File: config.mk
export PLATFORM = sky130hd
export DESIGN_NAME = array_sequencer
export DESIGN_NICKNAME = d
export VERILOG_FILES = /design/src/rtl/array_pkg.sv /design/src/rtl/pe_wavefront_decode.sv /design/src/rtl/array_sequencer.sv
export SDC_FILE = /design/constraint.sdc
export NUM_CORES = 1
export LEC_CHECK = 0
export BUFFER_PORTS_ARGS = -buffer_cell sky130_fd_sc_hd__buf_2
export CORE_MARGIN = 5
export CORE_UTILIZATION = 37
export DETAILED_ROUTE_END_ITERATION = 8
export HOLD_SLACK_MARGIN = 0.12
export MAX_ROUTING_LAYER = met4
export PLACE_DENSITY_LB_ADDON = 0.2
export SLEW_MARGIN = 20
export SYNTH_ARGS = -nofsm -noshare
export SYNTH_HDL_FRONTEND = slang
export SYNTH_SLANG_ARGS = --single-unit
File: constraint.sdc
create_clock -name clk -period 2.3 [get_ports clk]
set_input_delay 0.115 -clock clk [delete_from_list [all_inputs] [get_ports clk]]
set_output_delay 0.115 -clock clk [all_outputs]
set_load 0.01 [all_outputs]
File: src/rtl/array_pkg.sv
// Shared definitions for the systolic-array sequencer.
//   state_t      : FSM state codes, visible on the sequencer's 'state' port
//   CTL_*        : 2-bit control codes carried by every ctlpe/ctlbw/ctlbin field
//   CNT_W        : width of the phase counters
//   sat_inc      : saturating increment used by all phase counters
package array_pkg;

    typedef enum logic [3:0] {
        ST_IDLE    = 4'd0,
        ST_LOAD_IN = 4'd1,
        ST_LOAD_W  = 4'd2,
        ST_CAL     = 4'd3,
        ST_OUT     = 4'd4,
        ST_WAIT    = 4'd5
    } state_t;

    localparam logic [1:0] CTL_HOLD    = 2'b00;
    localparam logic [1:0] CTL_WRITE   = 2'b01;
    localparam logic [1:0] CTL_COMPUTE = 2'b10;
    localparam logic [1:0] CTL_CLEAR   = 2'b11;

    localparam int unsigned CNT_W = 16;

    // Counters stick at all-ones instead of wrapping.
    function automatic logic [CNT_W-1:0] sat_inc(input logic [CNT_W-1:0] v);
        return (v == {CNT_W{1'b1}}) ? v : v + CNT_W'(1);
    endfunction

endpackage

File: src/rtl/pe_wavefront_decode.sv
// Diagonal wavefront decode for the PE array during the compute phase.
// PE (r,c) receives CTL_COMPUTE while the compute cycle count lies in
// [r+c, r+c+VECTOR-1]; every other PE holds.
//   enable   : in : compute phase active; all fields hold when low
//   countcal : in : compute cycle index, 0 on the first compute cycle
//   ctlpe    : out: 2-bit field per PE, field (r,c) at bits [2*(r*COLS+c) +: 2]
module pe_wavefront_decode
    import array_pkg::*;
#(
    parameter int unsigned ROWS   = 4,
    parameter int unsigned COLS   = 4,
    parameter int unsigned VECTOR = 4
) (
    input  logic                   enable,
    input  logic [CNT_W-1:0]       countcal,
    output logic [ROWS*COLS*2-1:0] ctlpe
);

    logic [31:0] t;

    assign t = 32'(countcal);

    always_comb begin
        ctlpe = {ROWS*COLS{CTL_HOLD}};
        if (enable) begin
            for (int unsigned r = 0; r < ROWS; r++) begin
                for (int unsigned c = 0; c < COLS; c++) begin
                    if (t >= r + c && t < r + c + VECTOR) begin
                        ctlpe[2*(r*COLS+c) +: 2] = CTL_COMPUTE;
                    end
                end
            end
        end
    end

endmodule

File: src/rtl/array_sequencer.sv
// Control sequencer for a ROWS x COLS systolic PE array with per-column input
// buffers and per-row weight buffers. A job loads inputs, optionally reloads
// weights, runs a diagonal compute wavefront, then drains ROWS output beats.
// Ports:
//   clk, rst                 : rising-edge clock, synchronous active-low reset
//   start                    : one-cycle job start, honoured only in IDLE
//   reload_w                 : request weight reload on the next pixel (latched)
//   in/in_valid, w/w_valid   : input and weight word streams (data is not
//                              used here; only the qualifiers advance phases)
//   pixel_finish             : in WAIT, begin the next pixel
//   picture_finish           : in WAIT, end the picture (wins over pixel_finish)
//   out_ready                : downstream accepts an output beat
//   ctlpe/ctlbw/ctlbin       : 2-bit control per PE / weight buffer / input buffer
//   out_valid                : output beat valid
//   state                    : current state code
//   countin/countw/countcal/countpe : saturating phase counters
//   *_finish                 : one-cycle phase-done pulses
//   w_loaded                 : weight buffers hold valid weights
module array_sequencer
    import array_pkg::*;
#(
    parameter int unsigned WIDTH  = 8,
    parameter int unsigned ROWS   = 4,
    parameter int unsigned COLS   = 4,
    parameter int unsigned VECTOR = 4
) (
    input  logic                   clk,
    input  logic                   rst,
    input  logic                   start,
    input  logic                   reload_w,
    input  logic [WIDTH-1:0]       in,
    input  logic                   in_valid,
    input  logic [WIDTH-1:0]       w,
    input  logic                   w_valid,
    input  logic                   pixel_finish,
    input  logic                   picture_finish,
    input  logic                   out_ready,
    output logic [ROWS*COLS*2-1:0] ctlpe,
    output logic [ROWS*2-1:0]      ctlbw,
    output logic [COLS*2-1:0]      ctlbin,
    output logic                   out_valid,
    output logic [3:0]             state,
    output logic [CNT_W-1:0]       countin,
    output logic [CNT_W-1:0]       countw,
    output logic [CNT_W-1:0]       countcal,
    output logic [CNT_W-1:0]       countpe,
    output logic                   loadin_finish,
    output logic                   loadw_finish,
    output logic                   cal_finish,
    output logic                   output_finish,
    output logic                   w_loaded
);

    localparam int unsigned IN_BEATS = COLS * VECTOR;
    localparam int unsigned W_BEATS  = ROWS * VECTOR;
    localparam int unsigned CAL_LAST = VECTOR + ROWS + COLS - 3;

    state_t           state_q, state_d;
    logic [CNT_W-1:0] countin_q, countin_d;
    logic [CNT_W-1:0] countw_q, countw_d;
    logic [CNT_W-1:0] countcal_q, countcal_d;
    logic [CNT_W-1:0] countpe_q, countpe_d;
    logic             w_loaded_q, w_loaded_d;
    logic             reload_q, reload_d;
    logic             clear_q, clear_d;
    logic             reload_pend;
    logic             in_cal;
    logic [ROWS*COLS*2-1:0] ctlpe_cal;

    // Data words pass straight to the buffers; the sequencer only needs qualifiers.
    logic data_unused;
    assign data_unused = ^{in, w};

    assign in_cal = (state_q == ST_CAL);

    pe_wavefront_decode #(
        .ROWS   (ROWS),
        .COLS   (COLS),
        .VECTOR (VECTOR)
    ) u_wavefront (
        .enable   (in_cal),
        .countcal (countcal_q),
        .ctlpe    (ctlpe_cal)
    );

    always_ff @(posedge clk) begin
        if (!rst) begin
            state_q    <= ST_IDLE;
            countin_q  <= '0;
            countw_q   <= '0;
            countcal_q <= '0;
            countpe_q  <= '0;
            w_loaded_q <= 1'b0;
            reload_q   <= 1'b0;
            clear_q    <= 1'b0;
        end else begin
            state_q    <= state_d;
            countin_q  <= countin_d;
            countw_q   <= countw_d;
            countcal_q <= countcal_d;
            countpe_q  <= countpe_d;
            w_loaded_q <= w_loaded_d;
            reload_q   <= reload_d;
            clear_q    <= clear_d;
        end
    end

    always_comb begin
        state_d       = state_q;
        countin_d     = countin_q;
        countw_d      = countw_q;
        countcal_d    = countcal_q;
        countpe_d     = countpe_q;
        w_loaded_d    = w_loaded_q;
        // A request arriving in the current cycle counts as already latched.
        reload_pend   = reload_q | reload_w;
        reload_d      = reload_pend;
        clear_d       = 1'b0;
        ctlpe         = {ROWS*COLS{CTL_HOLD}};
        ctlbw         = {ROWS{CTL_HOLD}};
        ctlbin        = {COLS{CTL_HOLD}};
        out_valid     = 1'b0;
        loadin_finish = 1'b0;
        loadw_finish  = 1'b0;
        cal_finish    = 1'b0;
        output_finish = 1'b0;

        case (state_q)
            ST_IDLE: begin
                if (start) begin
                    state_d    = ST_LOAD_IN;
                    countin_d  = '0;
                    countw_d   = '0;
                    countcal_d = '0;
                    countpe_d  = '0;
                end
            end

            ST_LOAD_IN: begin
                // First cycle after a pixel boundary clears the PE accumulators.
                if (clear_q) begin
                    ctlpe = {ROWS*COLS{CTL_CLEAR}};
                end
                if (in_valid) begin
                    for (int unsigned i = 0; i < COLS; i++) begin
                        if (32'(countin_q) / VECTOR == i) begin
                            ctlbin[2*i +: 2] = CTL_WRITE;
                        end
                    end
                    countin_d = sat_inc(countin_q);
                    if (32'(countin_q) == IN_BEATS - 1) begin
                        loadin_finish = 1'b1;
                        state_d = (!w_loaded_q || reload_pend) ? ST_LOAD_W : ST_CAL;
                    end
                end
            end

            ST_LOAD_W: begin
                if (w_valid) begin
                    for (int unsigned i = 0; i < ROWS; i++) begin
                        if (32'(countw_q) / VECTOR == i) begin
                            ctlbw[2*i +: 2] = CTL_WRITE;
                        end
                    end
                    countw_d = sat_inc(countw_q);
                    if (32'(countw_q) == W_BEATS - 1) begin
                        loadw_finish = 1'b1;
                        w_loaded_d   = 1'b1;
                        reload_d     = 1'b0;
                        state_d      = ST_CAL;
                    end
                end
            end

            ST_CAL: begin
                ctlbin     = {COLS{CTL_COMPUTE}};
                ctlbw      = {ROWS{CTL_COMPUTE}};
                ctlpe      = ctlpe_cal;
                countcal_d = sat_inc(countcal_q);
                if (32'(countcal_q) == CAL_LAST) begin
                    cal_finish = 1'b1;
                    state_d    = ST_OUT;
                end
            end

            ST_OUT: begin
                out_valid = 1'b1;
                if (out_ready) begin
                    for (int unsigned r = 0; r < ROWS; r++) begin
                        for (int unsigned c = 0; c < COLS; c++) begin
                            if (32'(countpe_q) == r) begin
                                ctlpe[2*(r*COLS+c) +: 2] = CTL_COMPUTE;
                            end
                        end
                    end
                    countpe_d = sat_inc(countpe_q);
                    if (32'(countpe_q) == ROWS - 1) begin
                        output_finish = 1'b1;
                        state_d       = ST_WAIT;
                    end
                end
            end

            ST_WAIT: begin
                if (picture_finish) begin
                    state_d    = ST_IDLE;
                    w_loaded_d = 1'b0;
                end else if (pixel_finish) begin
                    state_d    = ST_LOAD_IN;
                    countin_d  = '0;
                    countw_d   = '0;
                    countcal_d = '0;
                    countpe_d  = '0;
                    clear_d    = 1'b1;
                end
            end

            default: begin
                state_d = ST_IDLE;
            end
        endcase
    end

    assign state    = state_q;
    assign countin  = countin_q;
    assign countw   = countw_q;
    assign countcal = countcal_q;
    assign countpe  = countpe_q;
    assign w_loaded = w_loaded_q;

endmodule

==> impl_metrics.csv, run 1 <==
group,metric,value,unit
run_status,outcome,"completed",
setup_path,worstSetupStartpointType,"flop",
hold_path,whs_endpoint,"countpe[6]",
synthesis,synth_seq_cells,70,
global_routing,grt_first_pass_wirelength,19800,um
sta,tightest_slew,0.643,ns
hold_path,hold_path_class,"input port to flop",
detailed_routing,met2WireLength,5690,um
global_routing,antenna_found_initial,0,
final_layout,syn_to_final_growth,23.9,%
setup_path,path_delay_family,"simple AND/OR/NAND/NOR gates",
sta,final_hold_viol_count,0,
detailed_routing,dr.pass1.iters,4,
final_layout,drive_above_1_share,32.5,%
synthesis,synthArstFlopShare,0,%
detailed_routing,wl_per_cell,14.6,um
setup_path,r2r_cells,7,
floorplanning,placementRows,40,
setup_path,r2r_end,"countcal[8]",
pwr,p_leak,2.45,nW
cts,root_buffer,"clkbuf_16",
floorplanning,coreArea,0.0120,mm2
setup_path,crit_path_end_kind,"primary output",
detailed_routing,wirelength,12100,um
floorplanning,die_h,121,um
setup_path,critical_path.cell_chain,"nor4_1, nand4_1, nor3_2, nor2_2, o21ai_0, buf_2",
detailed_routing,dr_total_vias,4348,
sta,min_period,2.18,ns
detailed_routing,drt_iter0_drc,349,
placement,hpwlAfterDp,9070,um
cts,cts.sinks,70,
cts,clk_pin_slew,0.06,ns
placement,numPortBuffers,129,
cts,hold_buffers,0,
setup_path,worstSetupStartpoint,"countpe[15]",
synthesis,synth_nets,594,
floorplanning,ios,147,
sta,maxSlewViolCount,0,
sta,fin_crit_sh,94.7,%
floorplanning,die_area,0.0146,mm2
pwr,total_power,0.00408,W
pwr,ir_drop,0.368,mV
synthesis,avgSynthCellArea,8.13,um2
floorplanning,start_util,37.9,%
final_layout,layout.nets,709,
setup_path,worstPathMaxFanout,6,
synthesis,yosysTopAreaCell,"dfxtp_1",
detailed_routing,dr_wl_met3,623,um
placement,globalplace.congestion,0.880,
sta,rsz0062_at_grt,"no",
hold_path,holdPathStages,3,
cts,clockBufferDepth,2,
global_routing,grt_start_max_net_pins,37,
detailed_routing,ant_nets,0,
synthesis,synth_edf_count,0,
setup_path,slowest_stage,"nor4_1",
setup_path,cp.arrival,2.06,ns
synthesis,synth.top_cell.area_share,30.8,%
sta,tns,0,ns
sta,setup_viol,0,
sta,holdWs,0.136,ns
cts,clkLatencyLatePin,0.33,ns
setup_path,worstPathRequired,2.18,ns
synthesis,ys.flop_type,"dfxtp_1",
global_routing,grt_pass1_vias,4082,
synthesis,synth_seq_area_share,30.8,%
cts,cts_buffers,9,
final_layout,finalInstanceArea,0.00564,mm2
synthesis,yosysWarnings,0,
floorplanning,die_w,121,um
pwr,power-per-cell-area,724,mW/mm2
detailed_routing,vias_per_cell,5.26,
sta,slew_headroom,57.1,%
detailed_routing,highest_layer,"met4",
detailed_routing,drt-met1-wl,5640,um
synthesis,synthTopCellsByArea,"dfxtp_1, xnor2_1, nor2_1",
placement,dpl_cell_area,0.00524,mm2
detailed_routing,drc,0,
global_routing,grt_use_total,16.8,%
cts,htreeDepth,3,
setup_path,r2r_slack,0.19,ns
final_layout,n_antenna_cell,0,
cts,tritoncts,"built",
setup_path,timing.rr.start,"state[2]",
setup_path,max_stage_delay,0.39,ns
sta,finClkSkew,0.00648,ns
synthesis,syn_inst,559,
flow_run,cap_violations,0,
setup_path,crit_buf_inv,1,
synthesis,ys_types,71,
global_routing,overflow,0,
setup_path,crit_type,"flop to primary output",
synthesis,syn-cell-area,0.00455,mm2
hold_path,hp-start,"out_ready",
sta,fmax,459,MHz
==> cells in the final DEF, fill, tap and decap left out, drive strengths merged, types with 3 or more instances in the layout <==
cell    netlist  layout
nor3b        13      13
and4          7       7
or2           5       5
o21ai        24      24
nand2        60      60
a21boi        4       4
or3           4       4
nand4        14      14
nor2         65      65
xnor2        31      31
nand3b        5       5
and3          9       9
a21oi        22      22
nor2b         3       3
o211ai        8       8
o221a         6       6
dfxtp        70      70
clkbuf       13      13
ha           10      10
inv          15      15
nor4         19      19
and2          6       6
mux2i         5       5
o31ai         5       5
buf          40     157
nand3        28      28
nand2b        6       6
o22ai         4       4
nor3         26      26
nor4b         5       5
xor2          7       7
==> flip-flops by register name, indices dropped and copies added, names as in the netlist <==
name      count
w_loaded      1
countin      16
reload_q      1
state         3
countpe      16
countcal     16
countw       16
clear_q       1
==> synth_stat cells (11+ instances only) <==
cell type   n
o21ai_0    19
nor4_1     12
dfxtp_1    70
nor2_1     64
buf_2      12
xnor2_1    31
nand2_1    59
nand3_1    27
inv_1      15
nand4_1    11
clkbuf_1   13
buf_4      26
nor3_1     19
a21oi_1    21
==> layer usage <==
metal	global-route usage (%)	up-vias
met1	21.6	2017
met4	5.24	0
met3	2.75	12
met2	27.1	132
li1	-	2187
met5	-	-
==> area by class of cell <==
class / instances / area (um2)
clock buffers: 13 / 250
clock inverters: 3 / 67.6
fillers: 1201 / 6380
inverters: 16 / 60.1
multi-input cells: 420 / 2800
flip-flops and latches: 70 / 1400
well taps: 147 / 184
repair buffers: 157 / 868
==> kinds of logic (layout without fill, tap and decap cells) <==
group	Yosys count	count (layout)	share of synthesized area [%]
xor gates and xnor gates	38	38	7.32
adders and majority gates	10	10	2.75
and+or+nand+nor	279	279	35.4
AOI/OAI and AO/OA	87	87	14.0
buffers and inverters	69	189	8.50
other	1	1	0.0825
muxes	5	5	1.10
DFF	70	70	30.8
==> tightest hold or removal path, cell delays in order <==
cell and delay [ns]:
buf_2 0.14, nand4b_1 0.09, a21boi_0 0.07
==> timing repair <==
action	4_1_cts	5_1_grt
pin swaps	0	2
resized for setup	4	8
endpoints found under the setup margin	28	21
endpoints found under the hold margin	0	0
setup buffers	0	5
==> per-stage QoR <==
stage,setup WS (ns),util (%),std cells
2_1_floorplan,0.354,-,559
3_3_place_gp,0.191,43.6,805
3_5_place_dp,0.164,43.6,805
4_1_cts,0.00385,46.3,821
5_1_grt,0.000495,46.9,826
6_report,0.122,46.9,826
==> worst max path at each step <==
stage / end / slack (ns) / depth (start not counted)
4_1_cts: ctlpe[13] / 0.004 / 7
6_report: ctlpe[31] / 0.12 / 6
5_1_grt: ctlpe[13] / 0.0005 / 7
3_3_place_gp: countcal[5] / 0.19 / 7
2_1_floorplan: countpe[9] / 0.35 / 7
3_5_place_dp: countin[0] / 0.16 / 7
==> report_power, final <==
group / internal [W] / switching, W / leakage, nW
registers: 0.00126 / 0.0000654 / 0.565
logic: 0.000499 / 0.000775 / 1.73
clock network: 0.000980 / 0.000500 / 0.150
total: 0.00274 / 0.00134 / 2.45
No activity file was read; power rests on OpenSTA's default activity.
==> inputs of run 2 (changes only) <==
--- a/config.mk
+++ b/config.mk
@@ -11,7 +11,6 @@
 export DETAILED_ROUTE_END_ITERATION = 8
 export HOLD_SLACK_MARGIN = 0.12
 export MAX_ROUTING_LAYER = met4
-export PLACE_DENSITY_LB_ADDON = 0.2
 export SLEW_MARGIN = 20
 export SYNTH_ARGS = -nofsm -noshare
 export SYNTH_HDL_FRONTEND = slang
==> impl_metrics.csv, run 2 (synthesized netlist as in run 1, its figures left out) <==
group,metric,value,unit
detailed_routing,dr.pass1.iters,4,
setup_path,timing.rr.start,"countcal[9]",
sta,final_hold_viol_count,0,
final_layout,drive_above_1_share,31.8,%
sta,min_period,2.26,ns
pwr,p_leak,2.44,nW
setup_path,crit_type,"flop to primary output",
final_layout,layout_common_cells,"buf_2, dfxtp_1, nor2_1, nand2_1, xnor2_1",
global_routing,overflow,0,
setup_path,worstSetupStartpointType,"flop",
cts,htreeDepth,3,
final_layout,nFillCells,1186,
cts,cts_buffers,9,
run_status,outcome,"completed",
placement,globalplace.congestion,0.816,
sta,holdWs,0.133,ns
global_routing,grt_first_pass_wirelength,19800,um
sta,tns,0,ns
detailed_routing,drt_iter0_drc,258,
setup_path,r2r_end,"countcal[5]",
final_layout,layout.nets,709,
detailed_routing,drc,0,
detailed_routing,dr_total_vias,4356,
cts,clockBufferDepth,2,
detailed_routing,vias_per_cell,5.27,
sta,rsz0062_at_grt,"yes",
sta,fin_crit_sh,98.5,%
pwr,total_power,0.00408,W
sta,maxSlewViolCount,0,
detailed_routing,ant_nets,0,
floorplanning,die_h,121,um
global_routing,grt_start_max_net_pins,37,
cts,tritoncts,"built",
hold_path,holdPathStages,3,
sta,slew_headroom,57.0,%
final_layout,fin_util,46.7,%
pwr,power-per-cell-area,726,mW/mm2
cts,clk_pin_slew,0.06,ns
final_layout,syn_to_final_growth,23.4,%
global_routing,antenna_found_initial,1,
sta,fmax,442,MHz
setup_path,worstPathMaxFanout,9,
setup_path,worstPathRequired,2.18,ns
setup_path,cp.arrival,2.15,ns
global_routing,grt_pass1_vias,4012,
final_layout,final_common_cell,"buf_2",
cts,root_buffer,"clkbuf_16",
setup_path,r2r_slack,0.18,ns
global_routing,grt_use_total,16.9,%
detailed_routing,wl_per_cell,14.8,um
floorplanning,placementRows,40,
sta,finClkSkew,0.00505,ns
floorplanning,start_util,37.9,%
setup_path,r2r_cells,7,
floorplanning,die_w,121,um
placement,placed_cells,808,
setup_path,crit_path_end_kind,"primary output",
floorplanning,ios,147,
flow_run,cap_violations,0,
sta,setup_viol,0,
cts,clkLatencyLatePin,0.34,ns
placement,hpwlAfterDp,9270,um
hold_path,whs_endpoint,"countpe[6]",
floorplanning,die_area,0.0146,mm2
sta,tightest_slew,0.645,ns
detailed_routing,wirelength,12300,um
placement,numPortBuffers,129,
hold_path,hp-start,"out_ready",
floorplanning,coreArea,0.0120,mm2
hold_path,hold_path_class,"input port to flop",
final_layout,final_cells,827,
pwr,ir_drop,0.427,mV
cts,cts.sinks,70,
-- run 2: per-stage QoR --
stage               area [um2]  setup WS [ns]
CTS                       5600         0.0394
floorplan                 4550          0.354
global placement          5260          0.251
detailed placement        5260          0.192
global route              5610         -0.112
finish                    5610         0.0351
-- run 2: worst max-delay path by stage --
stage                start           to  slack [ns]  cells past startpoint
5_1_grt         countpe[9]    ctlpe[31]       -0.11                      7
3_5_place_dp   countcal[9]  countcal[5]        0.19                      7
3_3_place_gp   countcal[9]  countcal[6]        0.25                      7
6_report        countpe[9]    ctlpe[31]        0.04                      7
4_1_cts         countpe[9]     ctlpe[1]        0.04                      7
2_1_floorplan   countpe[0]   countpe[9]        0.35                      7
-- run 2: critical path: stages, from the launching register on --
cell and delay (ns):
dfxtp_1 0.30, buf_4 0.16, nor4_1 0.35, nand4_1 0.24, nor3_1 0.36, nor2_1 0.15, o21ai_0 0.10, buf_2 0.15
-- run 2: final cells by class --
cell class / count / area [um2] / share of cell area [%]
Clock buffer: 13 / 280 / 4.99
Clock inverter: 3 / 40.0 / 0.713
Tap cell: 147 / 184 / 3.28
Antenna cell: 1 / 2.50 / 0.0446
Inverter: 16 / 60.1 / 1.07
Multi-Input combinational cell: 420 / 2770 / 49.4
Timing Repair Buffer: 157 / 873 / 15.6
Sequential cell: 70 / 1400 / 25.0
-- run 2: metal layers --
layer / up-vias / global-route usage (%) / routed length (um)
met5: - / - / 0
met4: 0 / 6.59 / 209
met3: 21 / 2.94 / 781
met2: 128 / 26.3 / 5690
met1: 2027 / 22.0 / 5590
li1: 2180 / - / -
-- run 2: power by group --
part	leakage, nW	switching [W]	internal [W]
clock network	0.162	0.000517	0.000953
logic	1.72	0.000784	0.000500
registers	0.565	0.0000590	0.00126
-- run 2: timing repair --
action	4_1_cts	5_1_grt
setup endpoints to repair	7	17
hold endpoints to repair	2	0
resized for setup	1	3
hold buffers	2	0
buffers inserted	0	0
==> inputs of run 3 (changes only) <==
--- a/config.mk
+++ b/config.mk
@@ -10,7 +10,6 @@
 export CORE_UTILIZATION = 37
 export DETAILED_ROUTE_END_ITERATION = 8
 export HOLD_SLACK_MARGIN = 0.12
-export MAX_ROUTING_LAYER = met4
 export SLEW_MARGIN = 20
 export SYNTH_ARGS = -nofsm -noshare
 export SYNTH_HDL_FRONTEND = slang
==> impl_metrics.csv, run 3 (synthesized netlist as in run 1, its figures left out) <==
group,metric,value,unit
pwr,ir_drop,0.427,mV
detailed_routing,wl_per_cell,14.8,um
detailed_routing,drt_iter0_drc,244,
setup_path,r2r_cells,7,
sta,tightest_slew,0.621,ns
floorplanning,start_util,37.9,%
placement,globalplace.congestion,0.804,
setup_path,path_delay_family,"simple AND/OR/NAND/NOR gates",
detailed_routing,dr.pass1.iters,4,
placement,dpl_cell_area,0.00526,mm2
final_layout,finalInstanceArea,0.00561,mm2
setup_path,slowest_stage,"nor3_1",
setup_path,worstPathMaxFanout,9,
detailed_routing,ant_nets,0,
final_layout,final_cells,826,
global_routing,antenna_found_initial,1,
global_routing,grt_start_max_net_pins,37,
global_routing,grt_pass1_vias,4021,
hold_path,whs_endpoint,"countpe[6]",
sta,maxSlewViolCount,0,
global_routing,grt_use_total,16.5,%
floorplanning,die_area,0.0146,mm2
detailed_routing,vias_per_cell,5.24,
floorplanning,coreArea,0.0120,mm2
floorplanning,die_w,121,um
global_routing,overflow,0,
setup_path,timing.rr.start,"countcal[9]",
setup_path,r2r_slack,0.19,ns
setup_path,max_stage_delay,0.36,ns
sta,fmax,442,MHz
placement,numPortBuffers,129,
setup_path,r2r_end,"countcal[5]",
cts,clk_pin_slew,0.06,ns
global_routing,grt_first_pass_wirelength,19800,um
detailed_routing,dr_total_vias,4331,
pwr,p_leak,2.44,nW
setup_path,worstSetupStartpointType,"flop",
cts,cts_buffers,9,
flow_run,cap_violations,0,
floorplanning,die_h,121,um
final_layout,final_common_cell,"buf_2",
cts,clockBufferDepth,2,
run_status,outcome,"completed",
final_layout,syn_to_final_growth,23.4,%
sta,fin_crit_sh,98.4,%
cts,htreeDepth,3,
final_layout,drive_above_1_share,31.8,%
final_layout,n_antenna_cell,0,
pwr,power-per-cell-area,726,mW/mm2
sta,slew_headroom,58.6,%
setup_path,crit_type,"flop to primary output",
detailed_routing,wirelength,12200,um
hold_path,hold_path_class,"input port to flop",
setup_path,crit_buf_inv,2,
cts,tritoncts,"built",
floorplanning,ios,147,
setup_path,crit_path_end_kind,"primary output",
cts,cts_setup_buffers,0,
floorplanning,placementRows,40,
final_layout,layout.nets,709,
sta,min_period,2.26,ns
final_layout,nFillCells,1187,
final_layout,fin_util,46.7,%
cts,root_buffer,"clkbuf_16",
placement,hpwlAfterDp,9270,um
placement,placed_cells,808,
sta,final_hold_viol_count,0,
setup_path,critical_path.cell_chain,"buf_4, nor4_1, nand4_1, nor3_1, nor2_1, o21ai_0, buf_2",
setup_path,worstPathRequired,2.18,ns
hold_path,holdPathStages,3,
sta,setup_viol,0,
setup_path,cp.arrival,2.15,ns
setup_path,cp.depth,7,
sta,rsz0062_at_grt,"yes",
sta,finClkSkew,0.00478,ns
detailed_routing,drc,0,
cts,cts.sinks,70,
hold_path,hp-start,"out_ready",
final_layout,layout_common_cells,"buf_2, dfxtp_1, nor2_1, nand2_1, xnor2_1",
cts,clkLatencyLatePin,0.34,ns
[run 3: per-stage QoR]
stage	worst slack, ns	hold slack, ns	TNS, ns	power (W)
finish	0.0364	0.133	0	0.00407
detailed placement	0.192	0.467	0	0.00263
CTS	0.0394	0.123	0	0.00413
global placement	0.251	0.462	0	0.00262
floorplan	0.354	0.290	0	0.00228
global route	-0.112	0.161	-0.435	0.00430
[run 3: cell type report]
cell class / instances / area [um2] / area share [%]
Multi-Input combinational cell: 420 / 2770 / 49.4
Tap cell: 147 / 184 / 3.28
Clock buffer: 13 / 280 / 5.00
Sequential cell: 70 / 1400 / 25.0
Clock inverter: 3 / 40.0 / 0.714
Timing Repair Buffer: 157 / 873 / 15.6
Inverter: 16 / 60.1 / 1.07
[run 3: layer usage]
layer  routed length [um]  part of all wire (%)  track usage, %
met1                 5510                    45            21.8
met5                   20                  0.16               0
met4                  236                   1.9            6.59
met2                 5720                    47            26.3
met3                  751                   6.1            3.22
[run 3: worst max-delay path by stage]
| stage | startpoint | endpoint | slack [ns] |
|---|---|---|---|
| 4_1_cts | countpe[9] | ctlpe[1] | 0.04 |
| 3_3_place_gp | countcal[9] | countcal[6] | 0.25 |
| 6_report | countpe[9] | ctlpe[31] | 0.04 |
| 2_1_floorplan | countpe[0] | countpe[9] | 0.35 |
| 3_5_place_dp | countcal[9] | countcal[5] | 0.19 |
| 5_1_grt | countpe[9] | ctlpe[31] | -0.11 |
[run 3: power by group]
group          total [W]  leakage (nW)  switching, W  internal (W)
Clock            0.00147         0.162      0.000514      0.000953
Combinational    0.00128          1.72      0.000783      0.000500
Sequential       0.00132         0.565     0.0000597       0.00126
Total            0.00407          2.44       0.00136       0.00272
[run 3: tightest hold or removal path: cells and delay by family]
| kind | cells | cell delay (ns) |
|---|---|---|
| buffers and inverters | 1 | 0.14 |
| AND/OR/NAND/NOR | 1 | 0.09 |
| AO/OA/AOI/OAI | 1 | 0.07 |
[run 3: repair_timing]
action / CTS / global route
resized for setup: 1 / 3
hold buffers: 2 / 0
endpoints found under the setup margin: 7 / 17
pin swaps: 0 / 0
endpoints found under the hold margin: 2 / 0
